`src/rtl/food_spawner_pkg.sv`:
```
// Shared playfield geometry, coordinate types and spawner FSM encoding.
// SCAN state exists only when FOOD_SCAN_FALLBACK_EN is defined.
package snake_pkg;

    localparam int GRID_W_DEF    = 16;
    localparam int GRID_H_DEF    = 20;
    localparam int MAX_TRIES_DEF = 8;
    localparam int X_W           = 4;
    localparam int Y_W           = 5;

    typedef logic [X_W-1:0] coord_x_t;
    typedef logic [Y_W-1:0] coord_y_t;

    typedef enum logic [2:0] {
        S_IDLE   = 3'd0,
        S_DRAW   = 3'd1,
        S_SAMPLE = 3'd2,
        S_QUERY  = 3'd3,
`ifdef FOOD_SCAN_FALLBACK_EN
        S_SCAN   = 3'd4,
`endif
        S_DONE   = 3'd5
    } spawn_state_t;

endpackage

```
`src/rtl/food_spawner_if.sv`:
```
// Spawner side-bus: LFSR advance/candidate and snake-body occupancy query.
// master = food_spawner, slave = random + body store.
interface food_spawner_if;
    import snake_pkg::*;

    logic     rng_update;
    coord_x_t rng4;
    coord_y_t rng5;
    logic     query_valid;
    coord_x_t query_x;
    coord_y_t query_y;
    logic     query_ack;
    logic     query_hit;

    modport master (
        output rng_update, query_valid, query_x, query_y,
        input  rng4, rng5, query_ack, query_hit
    );

    modport slave (
        input  rng_update, query_valid, query_x, query_y,
        output rng4, rng5, query_ack, query_hit
    );

endinterface

```
`src/rtl/food_spawner.sv`:
```
// Purpose: draws LFSR cells, rejects out-of-range/occupied ones, publishes food position.
// Latency: spawn_req -> spawn_done in 4 cycles + query ack latency (best case).
// Backpressure: query held until query_ack; spawn_req ignored while busy. Option: FOOD_SCAN_FALLBACK_EN.
module food_spawner
    import snake_pkg::*;
#(
    parameter int GRID_W    = GRID_W_DEF,
    parameter int GRID_H    = GRID_H_DEF,
    parameter int MAX_TRIES = MAX_TRIES_DEF
) (
    input  logic                  clk,
    input  logic                  rst_n,
    input  logic                  spawn_req,
    food_spawner_if.master        rq,
    output logic                  busy,
    output logic                  food_valid,
    output coord_x_t              food_x,
    output coord_y_t              food_y,
    output logic                  spawn_done,
    output logic                  spawn_fail
);

    // Limits widened by one bit so GRID_W=16 / GRID_H=32 compare without truncation.
    localparam logic [X_W:0] W_LIM = (X_W+1)'(GRID_W);
    localparam logic [Y_W:0] H_LIM = (Y_W+1)'(GRID_H);
    localparam logic [7:0]   T_LIM = 8'(MAX_TRIES);

    spawn_state_t state, state_nxt;
    logic [7:0]   tries;
    coord_x_t     qx;
    coord_y_t     qy;
    logic         out_rng, exhausted, fail_now, retry_fail;
    spawn_state_t retry_state;

`ifdef FOOD_SCAN_FALLBACK_EN
    localparam logic [X_W:0] W_MAX     = (X_W+1)'(GRID_W-1);
    localparam logic [Y_W:0] H_MAX     = (Y_W+1)'(GRID_H-1);
    localparam logic [9:0]   SCAN_LAST = 10'(GRID_W*GRID_H-1);
    logic [9:0]   scan_cnt;
    logic         have_cand;
`endif

    assign out_rng   = ({1'b0, rq.rng4} >= W_LIM) || ({1'b0, rq.rng5} >= H_LIM);
    assign exhausted = (tries >= T_LIM);

    always_comb begin
        retry_state = S_DRAW;
        retry_fail  = 1'b0;
        if (exhausted) begin
`ifdef FOOD_SCAN_FALLBACK_EN
            retry_state = S_SCAN;
`else
            retry_state = S_IDLE;
            retry_fail  = 1'b1;
`endif
        end
    end

    always_ff @(posedge clk or negedge rst_n) begin
        if (!rst_n) state <= S_IDLE;
        else        state <= state_nxt;
    end

    always_comb begin
        state_nxt = state;
        fail_now  = 1'b0;
        case (state)
            S_IDLE:   if (spawn_req) state_nxt = S_DRAW;
            S_DRAW:   state_nxt = S_SAMPLE;
            S_SAMPLE: begin
                if (out_rng) begin
                    state_nxt = retry_state;
                    fail_now  = retry_fail;
                end else begin
                    state_nxt = S_QUERY;
                end
            end
            S_QUERY: begin
                if (rq.query_ack) begin
                    if (rq.query_hit) begin
                        state_nxt = retry_state;
                        fail_now  = retry_fail;
                    end else begin
                        state_nxt = S_DONE;
                    end
                end
            end
`ifdef FOOD_SCAN_FALLBACK_EN
            S_SCAN: begin
                if (rq.query_ack) begin
                    if (!rq.query_hit) begin
                        state_nxt = S_DONE;
                    end else if (scan_cnt == SCAN_LAST) begin
                        state_nxt = S_IDLE;
                        fail_now  = 1'b1;
                    end
                end
            end
`endif
            S_DONE:   state_nxt = S_IDLE;
            default:  state_nxt = S_IDLE;
        endcase
    end

    always_comb begin
        rq.rng_update  = (state == S_DRAW);
`ifdef FOOD_SCAN_FALLBACK_EN
        rq.query_valid = (state == S_QUERY) || (state == S_SCAN);
`else
        rq.query_valid = (state == S_QUERY);
`endif
        rq.query_x     = qx;
        rq.query_y     = qy;
        busy           = (state != S_IDLE);
        spawn_done     = (state == S_DONE);
    end

    always_ff @(posedge clk or negedge rst_n) begin
        if (!rst_n) begin
            tries      <= '0;
            qx         <= '0;
            qy         <= '0;
            food_valid <= 1'b0;
            food_x     <= '0;
            food_y     <= '0;
            spawn_fail <= 1'b0;
`ifdef FOOD_SCAN_FALLBACK_EN
            scan_cnt   <= '0;
            have_cand  <= 1'b0;
`endif
        end else begin
            spawn_fail <= fail_now;
            case (state)
                S_IDLE: if (spawn_req) begin
                    tries      <= '0;
                    food_valid <= 1'b0;
`ifdef FOOD_SCAN_FALLBACK_EN
                    have_cand  <= 1'b0;
`endif
                end
                S_DRAW:   tries <= tries + 8'd1;
                S_SAMPLE: if (!out_rng) begin
                    qx <= rq.rng4;
                    qy <= rq.rng5;
`ifdef FOOD_SCAN_FALLBACK_EN
                    have_cand <= 1'b1;
`endif
                end
                S_QUERY: if (rq.query_ack && !rq.query_hit) begin
                    food_x <= qx;
                    food_y <= qy;
                end
`ifdef FOOD_SCAN_FALLBACK_EN
                // Query stays asserted; each ack with hit moves to the next raster cell.
                S_SCAN: if (rq.query_ack) begin
                    if (!rq.query_hit) begin
                        food_x <= qx;
                        food_y <= qy;
                    end else begin
                        scan_cnt <= scan_cnt + 10'd1;
                        if ({1'b0, qx} == W_MAX) begin
                            qx <= '0;
                            qy <= ({1'b0, qy} == H_MAX) ? '0 : qy + 1'b1;
                        end else begin
                            qx <= qx + 1'b1;
                        end
                    end
                end
`endif
                S_DONE:   food_valid <= 1'b1;
                default:  ;
            endcase
`ifdef FOOD_SCAN_FALLBACK_EN
            if (state != S_SCAN && state_nxt == S_SCAN) begin
                scan_cnt <= '0;
                if (!have_cand) begin
                    qx <= '0;
                    qy <= '0;
                end
            end
`endif
        end
    end

endmodule

```
`src/flat_wrapper.sv`:
```
// flat-port wrapper written by rule: the top's interface ports become plain ports
module food_spawner_flat import snake_pkg::*;
#(
    parameter int GRID_W    = GRID_W_DEF,
    parameter int GRID_H    = GRID_H_DEF,
    parameter int MAX_TRIES = MAX_TRIES_DEF
)
  (clk, rst_n, spawn_req, busy, food_valid, food_x, food_y, spawn_done, spawn_fail, rq_rng_update, rq_query_valid, rq_query_x, rq_query_y, rq_rng4, rq_rng5, rq_query_ack, rq_query_hit);
  food_spawner_if rq_i ();
  input  logic clk;
  input  logic rst_n;
  input  logic spawn_req;
  output logic busy;
  output logic food_valid;
  output coord_x_t food_x;
  output coord_y_t food_y;
  output logic spawn_done;
  output logic spawn_fail;
  output wire logic [$bits(rq_i.rng_update)-1:0] rq_rng_update;
  output wire logic [$bits(rq_i.query_valid)-1:0] rq_query_valid;
  output wire logic [$bits(rq_i.query_x)-1:0] rq_query_x;
  output wire logic [$bits(rq_i.query_y)-1:0] rq_query_y;
  input wire logic [$bits(rq_i.rng4)-1:0] rq_rng4;
  input wire logic [$bits(rq_i.rng5)-1:0] rq_rng5;
  input wire logic [$bits(rq_i.query_ack)-1:0] rq_query_ack;
  input wire logic [$bits(rq_i.query_hit)-1:0] rq_query_hit;
  assign rq_rng_update = rq_i.rng_update;
  assign rq_query_valid = rq_i.query_valid;
  assign rq_query_x = rq_i.query_x;
  assign rq_query_y = rq_i.query_y;
  assign rq_i.rng4 = rq_rng4;
  assign rq_i.rng5 = rq_rng5;
  assign rq_i.query_ack = rq_query_ack;
  assign rq_i.query_hit = rq_query_hit;
  food_spawner #(.GRID_W(GRID_W), .GRID_H(GRID_H), .MAX_TRIES(MAX_TRIES)) u_core (.clk(clk), .rst_n(rst_n), .spawn_req(spawn_req), .rq(rq_i), .busy(busy), .food_valid(food_valid), .food_x(food_x), .food_y(food_y), .spawn_done(spawn_done), .spawn_fail(spawn_fail));
endmodule
```
`config.mk`:
```
export PLATFORM = sky130hd
export DESIGN_NAME = food_spawner_flat
export DESIGN_NICKNAME = d
export VERILOG_FILES = /design/src/rtl/food_spawner_pkg.sv /design/src/rtl/food_spawner_if.sv /design/src/rtl/food_spawner.sv /design/src/flat_wrapper.sv
export SDC_FILE = /design/constraint.sdc
export NUM_CORES = 1
export LEC_CHECK = 0
export ABC_AREA = 1
export ABC_CLOCK_PERIOD_IN_PS = 2000
export BUFFER_PORTS_ARGS = -buffer_cell sky130_fd_sc_hd__buf_2
export CORE_MARGIN = 1.5
export CORE_UTILIZATION = 51
export CTS_BUF_LIST = sky130_fd_sc_hd__clkbuf_16
export DETAILED_ROUTE_END_ITERATION = 7
export GPL_ROUTABILITY_DRIVEN = 0
export PLACE_DENSITY = 0.78
export SLEW_MARGIN = 0
export SYNTH_ARGS = -nofsm -noshare
export SYNTH_HDL_FRONTEND = slang
export SYNTH_SLANG_ARGS = --single-unit
```
`constraint.sdc`:
```
create_clock -name clk -period 2 [get_ports clk]
set_clock_uncertainty 0.15 [all_clocks]
set_input_delay 0.4 -clock clk [delete_from_list [all_inputs] [get_ports clk]]
set_output_delay 0.4 -clock clk [all_outputs]
set_load 0.01 [all_outputs]
```
==> reports/qor.yml <==
worstPathMaxFanout: 8
grt_overflow_total: 0
vias_per_cell: 4.94
antenna_left: 0
cp-end-kind: "output port"
drcViolationCount: 0
grt_antenna_before_repair: 0
seqCellArea_um2: 776
finalHoldViolations: 0
dieWidth_um: 55.8
routed_wl_mm: 2.71
dieHeight_um: 55.8
arrival_ns: 1.33
drt_iter0_markers: 56
cellPowerDensity_nw_per_um2: 1580
holdWs_ns: 0.00823
drv_slew: 0
synth-edff-count: 0
outcome: "complete, no violations"
start_util_pct: 55.5
ys.flop_type: "dfrtp_1"
antenna_cells: 0
place_ws_ns: 0.230
rows: 18
p_leak_nw: 0.985
min_path_type: "primary input to async pin"
slew-limit-headroom_pct: 50.7
period_share_pct: 93.9
async_reset_ff_share_pct: 100
syn_avg_cell_area_um2: 8.68
area_growth_pct: 24.3
rsz0062_at_grt: "no"
setup.worst_path.start_class: "flip-flop"
grt_use_total_pct: 19.4
drt_pre_antenna_iters: 4
power_mw: 2.79
cts_resized: 0
fin_crit_ns: 1.88
io_buffers: 37
drive_gt1_share_pct: 27.3
syn_nets: 180
synth_area_um2: 1420
placed_cell_area_um2: 1610
setup_viol: 0
clock_path_buffers: 2
cts_tree: "built"
yosysSeqAreaShare_pct: 54.5
max_freq_mhz: 533
path_clk_slew_ns: 0.05
synth-seq-cells: 31
fp.coreArea_um2: 2570
ir_drop_v: 0.00122
die-area_um2: 3120
clock-sinks: 31
clock_latency_ns: 0.27
vias: 1162
fillers: 205
multi_input_area_um2: 507
setup_ws_ns: 0.122
finalNetCount: 221
required_ns: 1.45
ys_warn_count: 0
numCtsBuffers: 5
cts-hold-fix-buffers: 0
cap_violations: 0
post_cts_buffers: 0
grt_max_degree: 32
grt_pass1_wl_mm: 4.64
wl_per_cell_um: 11.5
htree_num_levels: 2
synth_cell_types: 21
syn-instance-count: 164
io_pins: 38
dp_hpwl_mm: 1.92
root_buffer: "clkbuf_16"
grt_pass1_vias: 1019
max_slew.worst_pin.slew_ns: 0.739
final_area_um2: 1770
critPathKind: "flip-flop to output port"
tns_ns: 0
critical path, cell delays in order, from the launching register on:
cell and delay [ns]:
dfrtp_1 0.40, inv_1 0.11, nand3_1 0.20, inv_2 0.19
buf_2 0.15
per-layer routing:
metal  part of all wire [%]  GRT usage, %  vias to the layer above
met4                    2.3          10.2                        0
met5                      0             0                        -
met1                     51          27.1                      528
met3                    5.3          5.81                        7
li1                       -             -                      594
met2                     41          27.2                       33
cell usage in the layout (no fill, tap or decap):
cell type  instances
inv_1             27
ha_1               2
o21ai_2            2
a21oi_2            7
o32ai_1            1
o22ai_1            1
o21ai_0           22
o21a_1             1
clkbuf_16          5
or2_1              1
dfrtp_1           31
inv_2              2
nand3_1           11
nor2_1            16
buf_2             37
nor2_2             1
nand2_1           35
nand2_2            1
bufinv_16          1
nor3_1             1
through the flow:
step	util, %	std cells
2_1_floorplan	-	164
3_3_place_gp	62.7	228
3_5_place_dp	62.7	228
4_1_cts	68.9	235
5_1_grt	68.9	235
6_report	68.9	235
power breakdown:
| group | switching, mW | internal, mW | total, mW |
|---|---|---|---|
| combinational | 0.596 | 0.367 | 0.963 |
| sequential | 0.142 | 0.868 | 1.01 |
| clock | 0.245 | 0.574 | 0.819 |
| total | 0.983 | 1.81 | 2.79 |
cells in the mapped netlist, types with 2 or more instances:
cell type	instances	area, µm²
nand2_1	35	131
dfrtp_1	31	776
inv_1	26	97.6
o21ai_0	22	110
nor2_1	16	60.1
nand3_1	11	55.1
a21oi_2	7	61.3
ha_1	2	25.0
o21ai_2	2	17.5
final cells by class:
class	instances	area share, %
inverters	28	5.94
multi-input cells	102	28.6
flip-flops and latches	31	43.8
clock inverters	2	1.91
repair buffers	37	10.5
clock buffers	5	7.07
well taps	30	2.12
registers in the layout (all words and copies together), names as in the netlist:
| name | count |
|---|---|
| u_core.tries | 8 |
| u_core.food_y | 5 |
| u_core.rq.query_y | 5 |
| u_core.food_x | 4 |
| u_core.rq.query_x | 4 |
| u_core.state | 3 |
| u_core.food_valid | 1 |
| u_core.spawn_fail | 1 |
final timing paths:
| kind | from | endpoint | slack [ns] | cells past startpoint |
|---|---|---|---|---|
| max in group asynchronous | rst_n | u_core.rq.query_y[3] | 1.26 | 1 |
| min | rst_n | u_core.rq.query_y[4] | 0.008 | 1 |
| max reg2reg | u_core.state[0] | u_core.rq.query_y[0] | 0.25 | 5 |
| max | u_core.state[2] | rq_rng_update | 0.12 | 4 |
| min in group clk | rq_rng4[3] | u_core.rq.query_x[3] | 0.21 | 3 |
| min reg2reg | u_core.food_y[0] | u_core.food_y[0] | 0.33 | 2 |
kinds of logic after synthesis:
kind of cell    count (synthesis)  synth area share [%]
simple gates                   66                  19.0
compound gates                 34                  14.9
buf+inv                        31                  9.93
flops                          31                  54.5
fa+ha+maj                       2                  1.76
No activity file was read; power rests on OpenSTA's default activity.
